==> src/rtl/csr_pkg.sv <==
// rtl/csr_pkg.sv - CSR address map, funct3 op encodings and mcountinhibit bit indices
package csr_pkg;

  localparam logic [11:0] CSR_MSTATUS       = 12'h300;
  localparam logic [11:0] CSR_MISA          = 12'h301;
  localparam logic [11:0] CSR_MTVEC         = 12'h305;
  localparam logic [11:0] CSR_MCOUNTINHIBIT = 12'h320;
  localparam logic [11:0] CSR_MSCRATCH      = 12'h340;
  localparam logic [11:0] CSR_MEPC          = 12'h341;
  localparam logic [11:0] CSR_MCAUSE        = 12'h342;
  localparam logic [11:0] CSR_MCYCLE        = 12'hB00;
  localparam logic [11:0] CSR_MINSTRET      = 12'hB02;
  localparam logic [11:0] CSR_MCYCLEH       = 12'hB80;
  localparam logic [11:0] CSR_MINSTRETH     = 12'hB82;
  localparam logic [11:0] CSR_CYCLE         = 12'hC00;
  localparam logic [11:0] CSR_TIME          = 12'hC01;
  localparam logic [11:0] CSR_INSTRET       = 12'hC02;
  localparam logic [11:0] CSR_CYCLEH        = 12'hC80;
  localparam logic [11:0] CSR_TIMEH         = 12'hC81;
  localparam logic [11:0] CSR_INSTRETH      = 12'hC82;

  typedef enum logic [2:0] {
    OP_NONE0 = 3'b000,
    OP_RW    = 3'b001,
    OP_RS    = 3'b010,
    OP_RC    = 3'b011,
    OP_NONE4 = 3'b100,
    OP_RWI   = 3'b101,
    OP_RSI   = 3'b110,
    OP_RCI   = 3'b111
  } csr_op_e;

  localparam int MCI_CY = 0;
  localparam int MCI_IR = 2;
  localparam logic [31:0] MCI_MASK = 32'h0000_0005;

  // User-mode counter shadows: readable, never writable.
  function automatic logic is_ro_counter(input logic [11:0] addr);
    return (addr == CSR_CYCLE)  || (addr == CSR_TIME)  || (addr == CSR_INSTRET) ||
           (addr == CSR_CYCLEH) || (addr == CSR_TIMEH) || (addr == CSR_INSTRETH);
  endfunction

endpackage

==> src/rtl/csr_wdata_alu.sv <==
// rtl/csr_wdata_alu.sv - combinational CSR write-value ALU (RW/RS/RC and immediate forms)
module csr_wdata_alu
  import csr_pkg::*;
(
  input  logic [2:0]  i_op,
  input  logic [31:0] i_rs1,
  input  logic [4:0]  i_zimm,
  input  logic [31:0] i_old,
  output logic [31:0] o_new,
  output logic        o_do_write
);

  logic [31:0] w_src;
  logic        w_zimm_nz;

  assign w_src     = i_op[2] ? {27'b0, i_zimm} : i_rs1;
  assign w_zimm_nz = (i_zimm != 5'd0);

  // Set/clear with a zero rs1 index is a pure read and must not count as a write.
  always_comb begin
    o_new      = i_old;
    o_do_write = 1'b0;
    case (i_op)
      OP_RW, OP_RWI: begin
        o_new      = w_src;
        o_do_write = 1'b1;
      end
      OP_RS, OP_RSI: begin
        o_new      = i_old | w_src;
        o_do_write = w_zimm_nz;
      end
      OP_RC, OP_RCI: begin
        o_new      = i_old & ~w_src;
        o_do_write = w_zimm_nz;
      end
      default: begin
        o_new      = i_old;
        o_do_write = 1'b0;
      end
    endcase
  end

endmodule

==> src/rtl/csr_counter_write_unit.sv <==
// rtl/csr_counter_write_unit.sv - owns mcycle/minstret/mscratch/mcountinhibit and decodes CSR writes
module csr_counter_write_unit
  import csr_pkg::*;
#(
  parameter logic [63:0] MCYCLE_RST   = 64'h0,
  parameter logic [63:0] MINSTRET_RST = 64'h0
) (
  input  logic        clk_in,
  input  logic        rst_in,
  input  logic        csr_wr_en_in,
  input  logic [11:0] csr_addr_in,
  input  logic [2:0]  csr_op_in,
  input  logic [31:0] rs1_data_in,
  input  logic [4:0]  rs1_zimm_in,
  input  logic        instret_inc_in,
  output logic [63:0] mcycle_out,
  output logic [63:0] minstret_out,
  output logic [31:0] mscratch_out,
  output logic [31:0] mcountinhibit_out,
  output logic        illegal_wr_out
);

  logic [63:0] r_mcycle;
  logic [63:0] r_minstret;
  logic [31:0] r_mscratch;
  logic [31:0] r_mcountinhibit;
  logic        r_illegal;

  logic [31:0] w_old;
  logic [31:0] w_new;
  logic        w_do_write;
  logic        w_wr;

  always_comb begin
    w_old = 32'h0;
    case (csr_addr_in)
      CSR_MSCRATCH:      w_old = r_mscratch;
      CSR_MCOUNTINHIBIT: w_old = r_mcountinhibit;
      CSR_MCYCLE:        w_old = r_mcycle[31:0];
      CSR_MCYCLEH:       w_old = r_mcycle[63:32];
      CSR_MINSTRET:      w_old = r_minstret[31:0];
      CSR_MINSTRETH:     w_old = r_minstret[63:32];
      default:           w_old = 32'h0;
    endcase
  end

  csr_wdata_alu u_alu (
    .i_op       (csr_op_in),
    .i_rs1      (rs1_data_in),
    .i_zimm     (rs1_zimm_in),
    .i_old      (w_old),
    .o_new      (w_new),
    .o_do_write (w_do_write)
  );

  assign w_wr = csr_wr_en_in & w_do_write;

  // A software write to either half owns the counter for that cycle; no increment, no carry.
  always_ff @(posedge clk_in or posedge rst_in) begin
    if (rst_in) begin
      r_mcycle        <= MCYCLE_RST;
      r_minstret      <= MINSTRET_RST;
      r_mscratch      <= 32'h0;
      r_mcountinhibit <= 32'h0;
      r_illegal       <= 1'b0;
    end else begin
      if (w_wr && csr_addr_in == CSR_MCYCLE)
        r_mcycle <= {r_mcycle[63:32], w_new};
      else if (w_wr && csr_addr_in == CSR_MCYCLEH)
        r_mcycle <= {w_new, r_mcycle[31:0]};
      else if (!r_mcountinhibit[MCI_CY])
        r_mcycle <= r_mcycle + 64'd1;

      if (w_wr && csr_addr_in == CSR_MINSTRET)
        r_minstret <= {r_minstret[63:32], w_new};
      else if (w_wr && csr_addr_in == CSR_MINSTRETH)
        r_minstret <= {w_new, r_minstret[31:0]};
      else if (instret_inc_in && !r_mcountinhibit[MCI_IR])
        r_minstret <= r_minstret + 64'd1;

      if (w_wr && csr_addr_in == CSR_MSCRATCH)
        r_mscratch <= w_new;
      if (w_wr && csr_addr_in == CSR_MCOUNTINHIBIT)
        r_mcountinhibit <= w_new & MCI_MASK;

      r_illegal <= w_wr && is_ro_counter(csr_addr_in);
    end
  end

  assign mcycle_out        = r_mcycle;
  assign minstret_out      = r_minstret;
  assign mscratch_out      = r_mscratch;
  assign mcountinhibit_out = r_mcountinhibit;
  assign illegal_wr_out    = r_illegal;

endmodule

==> config.mk <==
export PLATFORM = sky130hd
export DESIGN_NAME = csr_counter_write_unit
export DESIGN_NICKNAME = d
export VERILOG_FILES = /design/src/rtl/csr_pkg.sv /design/src/rtl/csr_wdata_alu.sv /design/src/rtl/csr_counter_write_unit.sv
export SDC_FILE = /design/constraint.sdc
export NUM_CORES = 1
export LEC_CHECK = 0
export BUFFER_PORTS_ARGS = -buffer_cell sky130_fd_sc_hd__buf_2
export CORE_ASPECT_RATIO = 2
export CORE_MARGIN = 1.5
export CORE_UTILIZATION = 45
export CTS_CLUSTER_SIZE = 14
export DETAILED_ROUTE_END_ITERATION = 16
export GPL_TIMING_DRIVEN = 0
export PLACE_DENSITY = 0.68
export SYNTH_ARGS = -nofsm -noshare
export SYNTH_HDL_FRONTEND = slang
export SYNTH_SLANG_ARGS = --single-unit
==> constraint.sdc <==
create_clock -name clk_in -period 6 [get_ports clk_in]
set_input_delay 0.9 -clock clk_in [delete_from_list [all_inputs] [get_ports clk_in]]
set_output_delay 0.9 -clock clk_in [all_outputs]
set_load 0.01 [all_outputs]
==> run_results.csv <==
group,metric,value,unit
status,status,"finished, final reports clean",
clocking,clkLatencyLatePin,0.47,ns
sta,fmax,255,MHz
yosys,yosys.area_share.simple,25.0,%
worst_setup_path,cp_cell_sequence,"buf_2 > nor4b_2 > nand3_1 > nor2_2 > o21ai_1 > buf_2 > o21ai_0 > o221ai_1",
sta,slew_viol_final,0,
global_routing,antenna_found_initial,0,
yosys,synth_area_leaders,"dfrtp_1 (34%), mux2i_1 (4.8%), nand2_1 (3.7%)",
yosys,syn_area,12000,um^2
die,die_area,27800,um^2
clocking,cts_resized,0,
finish,drive_above_1_share,22.6,%
clocking,ctsHoldBuffers,0,
worst_setup_path,path_buf_inv,2,
yosys,synth_top_area_share,33.9,%
clocking,cts_tree,"built",
clocking,post_cts_buffers,0,
worst_setup_path,endpoint_kind,"flip-flop",
global_routing,grt_pass1_vias,13000,
yosys,synth_cell_types,97,
route,dr.pass1.iters,9,
worst_setup_path,crit_arrival,4.25,ns
power_and_ir_drop,clockPowerShare,37.7,%
placed_design,gp_congestion,1.03,
clocking,cts_max_level,4,
worst_setup_path,slowest_stage,"nor4b_2",
die,initial_core_util,45.7,%
finish,nNetsFinal,1673,
yosys,yosys_warnings,0,
yosys,synthMuxAreaShare,6.99,%
global_routing,overflow,0,
placed_design,port_buffers,216,
min_path,min_path_type,"input pin to async pin",
power_and_ir_drop,p_sw_share,33.1,%
die,io_pins,249,
placed_design,pre_cts_slack,1.67,ns
yosys,synth_compound_area_share,21.5,%
worst_setup_path,cpMostUsedCell,"buf_2",
route,dr.first_iter.drc_count,1471,
clocking,cts_sinks,163,
finish,multi_input_area,7330,um^2
power_and_ir_drop,p_int,1.96,mW
yosys,avgSynthCellArea,8.90,um^2
global_routing,grt_pass1_wl,88.5,mm
power_and_ir_drop,power_density,206,nW/um^2
sta,whs,0.468,ns
route,postRouteWirelength,62.8,mm
power_and_ir_drop,p_sw,0.970,mW
clocking,path_clk_slew,0.07,ns
route,via_count,13500,
power_and_ir_drop,seqPwrFrac,44.3,%
finish,fillCellCount,2561,
worst_setup_path,start_kind,"input pin",
die,die_width,119,um
yosys,synth_top_family_by_area,"simple AND/OR/NAND/NOR gates",
sta,setup_viol,0,
sta,worst_slack,2.07,ns
placed_design,dpl_cell_area,13700,um^2
sta,grt_setup_unrepaired,"no",
worst_setup_path,cpPeakStageDelay,0.81,ns
die,rows,84,
clocking,cts_root_buffer,"clkbuf_16",
yosys,yosysTopAreaCell,"dfrtp_1",
route,ant_nets,0,
yosys,ys.flop_type,"dfrtp_1",
sta,period_share,65.5,%
power_and_ir_drop,ir_drop,0.204,mV
yosys,synth_fa_ha_area_share,0.208,%
sta,tightest_slew,1.44,ns
sta,fin_skew,0.0101,ns
sta,final.min_clock_period,3.93,ns
yosys,ys_seq_elements,163,
power_and_ir_drop,combPwrFrac,18.0,%
die,coreArea,26300,um^2
sta,maxSlewHeadroom,4.22,%
yosys,synth_xor_area_share,6.27,%
power_and_ir_drop,power.leakage,6.24,nW
placed_design,dp_hpwl,49.9,mm
yosys,async_flop_share,100,%
worst_setup_path,criticalPathCategory,"input pin to flip-flop",
yosys,synthCells,1350,
finish,syn_to_final_growth,18.5,%
global_routing,grt_max_degree,92,
finish,postLayoutCellArea,14200,um^2
run,max-cap-violations,0,
clocking,numCtsBuffers,17,
route,drc,0,
sta,hold_viol,0,
global_routing,grtUsageTotal,44.7,%
route,viasPerCell,6.87,
yosys,synth-seq-area-share,33.9,%
worst_setup_path,worstPathMaxFanout,10,
clocking,clock_path_buffers,2,
finish,regArea,4080,um^2
yosys,synth-edff-count,0,
die,die_y,234,um
finish,antenna_cells,0,
worst_setup_path,crit_required,6.32,ns
worst_setup_path,critPathTopFamily,"simple AND/OR/NAND/NOR gates",
route,wire_per_inst,31.9,um
[cell usage after synthesis (10+ instances only)]
| cell | n |
|---|---|
| nor2_1 | 72 |
| nor3_1 | 35 |
| nand4_1 | 51 |
| dfrtp_1 | 163 |
| o22ai_1 | 10 |
| nand3_1 | 63 |
| o221ai_1 | 10 |
| xor2_1 | 39 |
| and2_1 | 17 |
| o21ai_0 | 75 |
| xnor2_1 | 47 |
| and3_1 | 25 |
| a222oi_1 | 18 |
| mux2i_1 | 58 |
| nor4_1 | 21 |
| or4_1 | 10 |
| a21o_1 | 10 |
| a221oi_1 | 22 |
| clkbuf_1 | 44 |
| buf_2 | 24 |
| mux2_2 | 16 |
| and4_1 | 29 |
| nor2b_1 | 36 |
| o211ai_1 | 24 |
| a21oi_1 | 32 |
| inv_1 | 20 |
| nand2_1 | 118 |
| nand2b_1 | 16 |
| buf_4 | 35 |
| a22o_1 | 24 |
[area by class of cell]
cell class | instances | share of cell area (%)
multi-input cells | 1080 | 51.5
plain buffers | 115 | 4.53
repair buffers | 217 | 7.78
well taps | 344 | 3.02
flip-flops and latches | 163 | 28.6
inverters | 21 | 0.606
clock buffers | 23 | 3.36
clock inverters | 8 | 0.545
[kinds of logic (layout without fill, tap and decap cells)]
family                   Yosys count  count (layout)
AO/OA/AOI/OAI                    343             343
multiplexers                      78              78
buffers and inverters            136             384
flip-flops                       163             163
AND/OR/NAND/NOR                  541             541
adder cells (fa/ha/maj)            2               2
XOR/XNOR                          86              86
other                              1              30
[power groups by stage]
| stage | Sequential (mW) | Clock, mW | Combinational (mW) |
|---|---|---|---|
| floorplan | 1.28 | 0 | 0.290 |
| global placement | 1.31 | 0 | 0.506 |
| detailed placement | 1.30 | 0 | 0.514 |
| CTS | 1.29 | 1.09 | 0.517 |
| global route | 1.30 | 1.13 | 0.560 |
| finish | 1.30 | 1.10 | 0.528 |
[through the flow]
stage	setup TNS (ns)	power [mW]	utilization, %	cells
detailed placement	0	1.82	52.1	1940
CTS	0	2.90	54.2	1971
finish	0	2.93	54.2	1971
floorplan	0	1.57	-	1379
global route	0	2.99	54.2	1971
global placement	-265.13	1.81	51.9	1939
[sequential cells by signal, indices dropped and copies added (netlist names)]
signal	count
mscratch_out	32
mcountinhibit_out	2
illegal_wr_out	1
mcycle_out	64
minstret_out	64
[layout by cell type (no fill, tap or decap), types with 19 or more instances in the layout]
cell and instances:
nor4_1 20, o21ai_0 75, xnor2_1 47, nor2b_1 36, nand2_1 118, a221oi_1 22, dfrtp_1 163, nand4_1 51
xor2_1 39, nor2_1 72, conb_1 30, clkbuf_1 47, buf_4 35, o211ai_1 24, mux2i_1 58, a22o_1 24
and3_1 25, buf_2 240, nor3_1 34, and4_1 29, nand3_1 63, a21oi_1 32, inv_1 19
[layer usage]
layer,up-vias,share of wire (%),global-route usage (%)
met5,-,0,0
met4,0,11,44.2
met3,335,7.5,7.86
met2,1013,50,78.1
met1,6536,31,43.9
li1,5664,-,-
[worst paths after layout]
path | from | cells after the start | endpoint | slack, ns
worst min-delay path | rst_in | 2 | minstret_out[33] | 0.47
worst max-delay path | csr_addr_in[6] | 8 | minstret_out[33] | 2.07
worst max register to register | minstret_out[26] | 6 | minstret_out[50] | 2.36
min in group clk_in | mscratch_out[7] | 2 | mscratch_out[7] | 0.52
worst min register to register | mscratch_out[7] | 2 | mscratch_out[7] | 0.52
max in group asynchronous | rst_in | 3 | mcycle_out[28] | 4.61
No activity file was read; power rests on OpenSTA's default activity.
